`src/rtl/scale_controller.sv`:
```
// Scale controller: validates scaling commands, computes output geometry and
// sequences the data-processing engine. Optional SCALE_CYCLE_COUNTER_EN adds CYCLE_COUNT.
`timescale 1ns/1ps

module scale_controller #(
  parameter int unsigned MAX_WIDTH      = 640,
  parameter int unsigned MAX_HEIGHT     = 480,
  parameter int unsigned TIMEOUT_CYCLES = 2000000
) (
  input  logic        CLK,
  input  logic        RESET,
  input  logic        CMD_VALID,
  output logic        CMD_READY,
  input  logic [2:0]  CMD_OPCODE,
  input  logic [1:0]  CMD_FACTOR,
  input  logic [10:0] IN_WIDTH,
  input  logic [9:0]  IN_HEIGHT,
  output logic        PROC_ENABLE,
  output logic [1:0]  PROC_ALGORITHM,
  output logic [1:0]  PROC_SHIFT,
  output logic [10:0] PROC_WIDTH_OUT,
  output logic [9:0]  PROC_HEIGHT_OUT,
  input  logic        PROC_DONE,
  output logic        BUSY,
  output logic        DONE_FLAG,
  output logic        ERROR,
  output logic [1:0]  ERR_CODE
`ifdef SCALE_CYCLE_COUNTER_EN
  ,
  output logic [31:0] CYCLE_COUNT
`endif
);

  localparam logic [2:0] S_IDLE     = 3'd0;
  localparam logic [2:0] S_CHECK    = 3'd1;
  localparam logic [2:0] S_START    = 3'd2;
  localparam logic [2:0] S_WAIT     = 3'd3;
  localparam logic [2:0] S_RELEASE  = 3'd4;
  localparam logic [2:0] S_COMPLETE = 3'd5;

  localparam logic [2:0] OP_NOP   = 3'd0;
  localparam logic [2:0] OP_NN    = 3'd1;
  localparam logic [2:0] OP_PR    = 3'd2;
  localparam logic [2:0] OP_BA    = 3'd4;
  localparam logic [2:0] OP_CLEAR = 3'd7;

  localparam int unsigned WD_W = $clog2(TIMEOUT_CYCLES + 1);

  logic [2:0]      r_state;
  logic [2:0]      w_state_nxt;
  logic [2:0]      r_op;
  logic [1:0]      r_factor;
  logic [10:0]     r_in_w;
  logic [9:0]      r_in_h;
  logic            r_proc_en;
  logic [1:0]      r_alg;
  logic [1:0]      r_shift;
  logic [10:0]     r_w_out;
  logic [9:0]      r_h_out;
  logic            r_done;
  logic            r_err;
  logic [1:0]      r_err_code;
  logic            r_timeout;
  logic [WD_W-1:0] r_wd;
  logic [WD_W-1:0] w_wd_nxt;

  logic w_accept;
  logic w_is_scale_op;
  logic w_illegal;
  logic w_start;
  logic w_clear;
  logic w_upscale;
  logic w_dim_bad;
  logic w_wd_expire;
  logic [13:0] w_w14;
  logic [13:0] w_h14;
  logic [13:0] w_w_calc;
  logic [13:0] w_h_calc;

  // Command decode is only meaningful while idle; other states ignore the host.
  assign w_accept      = CMD_VALID && (r_state == S_IDLE);
  assign w_is_scale_op = (CMD_OPCODE >= OP_NN) && (CMD_OPCODE <= OP_BA);
  assign w_illegal     = w_accept && ((CMD_OPCODE == 3'd5) || (CMD_OPCODE == 3'd6) ||
                                      (w_is_scale_op && (CMD_FACTOR == 2'd0)));
  assign w_start       = w_accept && w_is_scale_op && (CMD_FACTOR != 2'd0);
  assign w_clear       = w_accept && (CMD_OPCODE == OP_CLEAR);

  assign w_upscale = (r_op == OP_NN) || (r_op == OP_PR);
  assign w_w14     = {3'b000, r_in_w};
  assign w_h14     = {4'b0000, r_in_h};
  assign w_w_calc  = w_upscale ? (w_w14 << r_factor) : (w_w14 >> r_factor);
  assign w_h_calc  = w_upscale ? (w_h14 << r_factor) : (w_h14 >> r_factor);
  assign w_dim_bad = (w_w_calc > 14'(MAX_WIDTH)) || (w_h_calc > 14'(MAX_HEIGHT)) ||
                     (w_w_calc == '0) || (w_h_calc == '0);

  assign w_wd_nxt    = r_wd + WD_W'(1);
  assign w_wd_expire = (r_state == S_WAIT) && (w_wd_nxt >= WD_W'(TIMEOUT_CYCLES));

  always_comb begin
    w_state_nxt = r_state;
    case (r_state)
      S_IDLE:     if (w_start) w_state_nxt = S_CHECK;
      S_CHECK:    w_state_nxt = w_dim_bad ? S_IDLE : S_START;
      S_START:    w_state_nxt = S_WAIT;
      S_WAIT:     if (PROC_DONE || w_wd_expire) w_state_nxt = S_RELEASE;
      S_RELEASE:  if (!PROC_DONE) w_state_nxt = r_timeout ? S_IDLE : S_COMPLETE;
      S_COMPLETE: w_state_nxt = S_IDLE;
      default:    w_state_nxt = S_IDLE;
    endcase
  end

  always_ff @(posedge CLK or posedge RESET) begin
    if (RESET) begin
      r_state <= S_IDLE;
    end else begin
      r_state <= w_state_nxt;
    end
  end

  always_ff @(posedge CLK or posedge RESET) begin
    if (RESET) begin
      r_op     <= OP_NOP;
      r_factor <= '0;
      r_in_w   <= '0;
      r_in_h   <= '0;
    end else if (w_start) begin
      r_op     <= CMD_OPCODE;
      r_factor <= CMD_FACTOR;
      r_in_w   <= IN_WIDTH;
      r_in_h   <= IN_HEIGHT;
    end
  end

  // Engine-facing configuration is loaded once in CHECK and then held.
  always_ff @(posedge CLK or posedge RESET) begin
    if (RESET) begin
      r_alg   <= '0;
      r_shift <= '0;
      r_w_out <= '0;
      r_h_out <= '0;
    end else if (r_state == S_CHECK) begin
      r_alg   <= 2'(r_op - 3'd1);
      r_shift <= r_factor;
      r_w_out <= w_w_calc[10:0];
      r_h_out <= w_h_calc[9:0];
    end
  end

  // Enable is a flop decoded from the next state, so it is high exactly in START/WAIT.
  always_ff @(posedge CLK or posedge RESET) begin
    if (RESET) begin
      r_proc_en <= 1'b0;
    end else begin
      r_proc_en <= (w_state_nxt == S_START) || (w_state_nxt == S_WAIT);
    end
  end

  always_ff @(posedge CLK or posedge RESET) begin
    if (RESET) begin
      r_wd      <= '0;
      r_timeout <= 1'b0;
    end else if (r_state == S_START) begin
      r_wd      <= '0;
      r_timeout <= 1'b0;
    end else if (r_state == S_WAIT) begin
      r_wd <= w_wd_nxt;
      if (!PROC_DONE && w_wd_expire) r_timeout <= 1'b1;
    end
  end

  always_ff @(posedge CLK or posedge RESET) begin
    if (RESET) begin
      r_done     <= 1'b0;
      r_err      <= 1'b0;
      r_err_code <= '0;
    end else if (w_clear || w_start) begin
      r_done     <= 1'b0;
      r_err      <= 1'b0;
      r_err_code <= '0;
    end else if (w_illegal) begin
      r_err      <= 1'b1;
      r_err_code <= 2'd1;
    end else if ((r_state == S_CHECK) && w_dim_bad) begin
      r_err      <= 1'b1;
      r_err_code <= 2'd2;
    end else if ((r_state == S_WAIT) && !PROC_DONE && w_wd_expire) begin
      r_err      <= 1'b1;
      r_err_code <= 2'd3;
    end else if ((r_state == S_RELEASE) && (w_state_nxt == S_COMPLETE)) begin
      r_done <= 1'b1;
    end
  end

`ifdef SCALE_CYCLE_COUNTER_EN
  logic [31:0] r_cycles;

  always_ff @(posedge CLK or posedge RESET) begin
    if (RESET) begin
      r_cycles <= '0;
    end else if (w_start) begin
      r_cycles <= '0;
    end else if (((r_state == S_START) || (r_state == S_WAIT) || (r_state == S_RELEASE)) &&
                 (r_cycles != '1)) begin
      r_cycles <= r_cycles + 32'd1;
    end
  end

  assign CYCLE_COUNT = r_cycles;
`endif

  assign CMD_READY       = (r_state == S_IDLE);
  assign BUSY            = (r_state != S_IDLE);
  assign PROC_ENABLE     = r_proc_en;
  assign PROC_ALGORITHM  = r_alg;
  assign PROC_SHIFT      = r_shift;
  assign PROC_WIDTH_OUT  = r_w_out;
  assign PROC_HEIGHT_OUT = r_h_out;
  assign DONE_FLAG       = r_done;
  assign ERROR           = r_err;
  assign ERR_CODE        = r_err_code;

endmodule

```
`config.mk`:
```
export PLATFORM = sky130hd
export DESIGN_NAME = scale_controller
export DESIGN_NICKNAME = d
export VERILOG_FILES = /design/src/rtl/scale_controller.sv
export SDC_FILE = /design/constraint.sdc
export NUM_CORES = 1
export LEC_CHECK = 0
export ABC_CLOCK_PERIOD_IN_PS = 4750
export CORE_ASPECT_RATIO = 1.4
export CORE_UTILIZATION = 30
export CTS_BUF_LIST = sky130_fd_sc_hd__clkbuf_8
export CTS_CLUSTER_SIZE = 28
export DETAILED_ROUTE_END_ITERATION = 8
export HOLD_SLACK_MARGIN = 0.03
export PLACE_DENSITY = 0.5
export SLEW_MARGIN = 40
export SYNTH_ARGS = -nofsm -noshare
export SYNTH_HDL_FRONTEND = slang
export SYNTH_SLANG_ARGS = --single-unit
```
`constraint.sdc`:
```
create_clock -name CLK -period 4.75 [get_ports CLK]
set_clock_uncertainty 0.2 [all_clocks]
set_input_delay 1.425 -clock CLK [delete_from_list [all_inputs] [get_ports CLK]]
set_output_delay 1.425 -clock CLK [all_outputs]
set_load 0.01 [all_outputs]
```
==> results.md <==
- Slew Limit Headroom: 53.1%
- Static Leakage: 2.43 nW
- Number of cells on the worst reg-to-reg path: 10
- Buffer type at the clock tree root: clkbuf_8
- Register bit total from synthesis: 81
- Power density over the cells: 658 nW/um^2
- CTS tree: done
- Ratio of cells with drive above 1 in the final layout: 12.3%
- Launch instance of the worst register-to-register path: r_op[0]$_DFFE_PP0P_
- IR drop worst, VDD: 0.258 mV
- Finished Layout Cells: 793
- Top Family by Delay on Critical Path: buffers and inverters
- R2r setup slk: 1370 ps
- Biggest fanout along the worst timing path: 14
- Via count of the first global-routing pass: 4257
- Net count reported at finish: 623
- Number of pins with negative max-slew slack in the final report: 0
- Post-CTS setup repair buffer count: 0
- CTS clock-pin slew for the worst setup and hold paths: 80 ps
- Sequence of cells on the critical path: inv_1 > nand2_1 > clkdlybuf4s50_1
- Number of synthesized flops with an enable pin: 0
- Post-synth net total: 579
- Hold_buf cts: 0
- Run status: finished, violations left
- Violations in the final reports: DRC
- Min-Delay Path Class: register to register
- Critical Path AT: 1830 ps
- Fin worst setup slack: 1290 ps
- Number of buffers added on ports: 61
- Nature of the critical path endpoint: output pin
- Max-cap violations: 0
- CP bufs+invs: 2
- Max Root-Sink Buffers: 2
- RSZ-0062 raised after global routing: no
- Delay of the slowest cell on the worst path: 650 ps
- Total wire length after detailed routing: 13400 um
- Die X-Extent: 111 um
- Initial core utilization: 30.8%
- Worst setup startpoint: r_state[0]$_DFF_PP0_
- Ys async rst share: 100%
- Number of rows in the core area: 55
- Clock sink count: 81
- GRT Util Overall: 16.4%
- Mean number of vias per cell: 5.37
- Finished Core Util: 36.8%
- Kind of launch point of the worst setup path: register
- Largest net degree at the start of global routing: 82
- Placed Cells: 777
- Overflow left after global routing: 0
- Global-route wire length before repair: 22200 um
- WP data required: 3120 ps
- Last element of the critical path: BUSY
- Count of antenna diodes in the layout: 0
- Hold Vio Cnt, Final: 0
- Detailed-route wire length per cell: 16.9 um
- First drt pass iteration count: 7
- Upper clock frequency limit: 0.289 GHz
- Source-to-sink clock delay at the later pin of the worst-skew pair: 380 ps
- WP depth: 3
- Worst path slowest cell: dfrtp_1
- Height of the chip: 155 um
- Worst setup path category: register to output pin
- Remaining number of nets flagged by the antenna check after routing: 0
- Finished layout cell area: 5980 um^2
- Final hold slack: 288 ps
- Sum of negative setup slack: 0 ps
- Ys flop type: dfrtp_1
- Cells after synthesis: 545
- Boundary Pins: 62
- Last weighted congestion value of the routability-driven placer: 0.858
- Number of antenna violations at the first check in global routing: 0
- Seq/Total Area, Yosys: 40.5%
- Synth unique cells: 68
- DR vias: 4256
- Worst Tran Pin Value: 697 ps
- FF-to-FF End: ERROR$_DFFE_PP0P_
- DRT iter0 DRCs: 187
- Clock buffer count from CTS: 9
- Cell area after synthesis: 5000 um^2
- Avg Cell Area, Syn: 9.18 um^2
- Ratio of final minimum period to clock period: 72.8%
- Half-perimeter wire length after detailed placement: 9660 um
- Post-cts gate resize count: 0
- # H-tree levels: 3
- Pre-CTS setup slack: 1060 ps
- Synthesis Warnings: 0
- Cell area after placement: 5750 um^2
- Placeable core region: 16200 um^2
- Total power: 3.93 mW
- DRC violation count after routing: 2
- Total Die Area: 17200 um^2
- Minimum period implied by the final worst setup slack: 3460 ps
- Final Setup Violations: 0
- Area added between synthesis and finish: 19.5%
==> cell usage in the layout, fill, tap and decap left out, drive strengths merged, types with 11 or more instances in the layout <==
cell             n
nand2          102
dfrtp           81
clkdlybuf4s50   61
o21ai           53
mux2            29
nor2            27
mux2i           20
a21oi           17
inv             17
nand3           16
o31ai           13
clkbuf          11
==> final cells by class <==
class / count / area (um^2)
clock buffer: 11 / 151
clock inverter: 5 / 77.6
fill: 1654 / 10300
inverter: 16 / 61.3
multi-input combinational: 410 / 2710
sequential: 81 / 2030
tap: 199 / 249
timing repair buffer: 71 / 698
==> worst min-delay path by stage <==
stage	end	slack (ps)	depth (start not counted)	start
after floorplan	PROC_ALGORITHM[0]$_DFFE_PP0P_	270	1	r_op[0]$_DFFE_PP0P_
after global placement	PROC_HEIGHT_OUT[0]$_DFFE_PP0P_	260	1	PROC_HEIGHT_OUT[0]$_DFFE_PP0P_
after detailed placement	PROC_HEIGHT_OUT[0]$_DFFE_PP0P_	270	1	PROC_HEIGHT_OUT[0]$_DFFE_PP0P_
after CTS	PROC_HEIGHT_OUT[0]$_DFFE_PP0P_	290	1	PROC_HEIGHT_OUT[0]$_DFFE_PP0P_
after global routing	PROC_HEIGHT_OUT[0]$_DFFE_PP0P_	300	1	PROC_HEIGHT_OUT[0]$_DFFE_PP0P_
final	PROC_HEIGHT_OUT[0]$_DFFE_PP0P_	290	1	PROC_HEIGHT_OUT[0]$_DFFE_PP0P_
==> routing by layer <==
layer	GRT usage, %	up-vias	wire length [um]	part of all wire, %
met5	0	-	0	0
met4	6.69	0	321	2.4
met3	3.02	18	442	3.3
met2	29.4	85	6990	52
met1	19.2	2093	5650	42
li1	-	2060	-	-
==> power breakdown <==
group	internal (mW)	switching, mW
sequential	0.935	0.381
clock	0.324	0.261
combinational	1.02	1.01
total	2.28	1.65
==> synthesized netlist by cell type, drive strengths merged, types with 5 or more instances <==
| library cell | n | share of area [%] |
|---|---|---|
| a21o | 6 | 0.90 |
| buf | 19 | 2.8 |
| nand3 | 16 | 1.6 |
| nor4 | 5 | 0.75 |
| inv | 16 | 1.2 |
| o21a | 7 | 1.1 |
| nand2b | 9 | 1.1 |
| nand4 | 7 | 0.88 |
| a31oi | 6 | 0.75 |
| nor2 | 27 | 2.0 |
| nor3 | 10 | 1.0 |
| a21oi | 17 | 1.7 |
| nand2 | 102 | 7.7 |
| dfrtp | 81 | 41 |
| clkbuf | 19 | 1.4 |
| mux2 | 29 | 6.5 |
| mux4 | 10 | 4.5 |
| mux2i | 20 | 4.0 |
| o21ai | 53 | 5.3 |
| and3 | 5 | 0.63 |
| o31ai | 13 | 2.0 |
==> cells by family after synthesis <==
family          synth area share, %
fa+ha+maj                      1.00
mux                            15.0
simple gates                   18.6
buf+inv                        5.43
xor+xnor                      0.350
compound gates                 19.0
flops                          40.5
==> flip-flops by register name, indices dropped and copies added, names as in the netlist <==
name / count
DONE_FLAG: 1
PROC_SHIFT: 2
r_factor: 2
PROC_WIDTH_OUT: 11
r_in_h: 10
PROC_HEIGHT_OUT: 10
r_timeout: 1
r_wd: 21
ERROR: 1
r_op: 3
ERR_CODE: 2
PROC_ALGORITHM: 2
PROC_ENABLE: 1
r_in_w: 11
r_state: 3
Power figures use the tool's default switching activity.
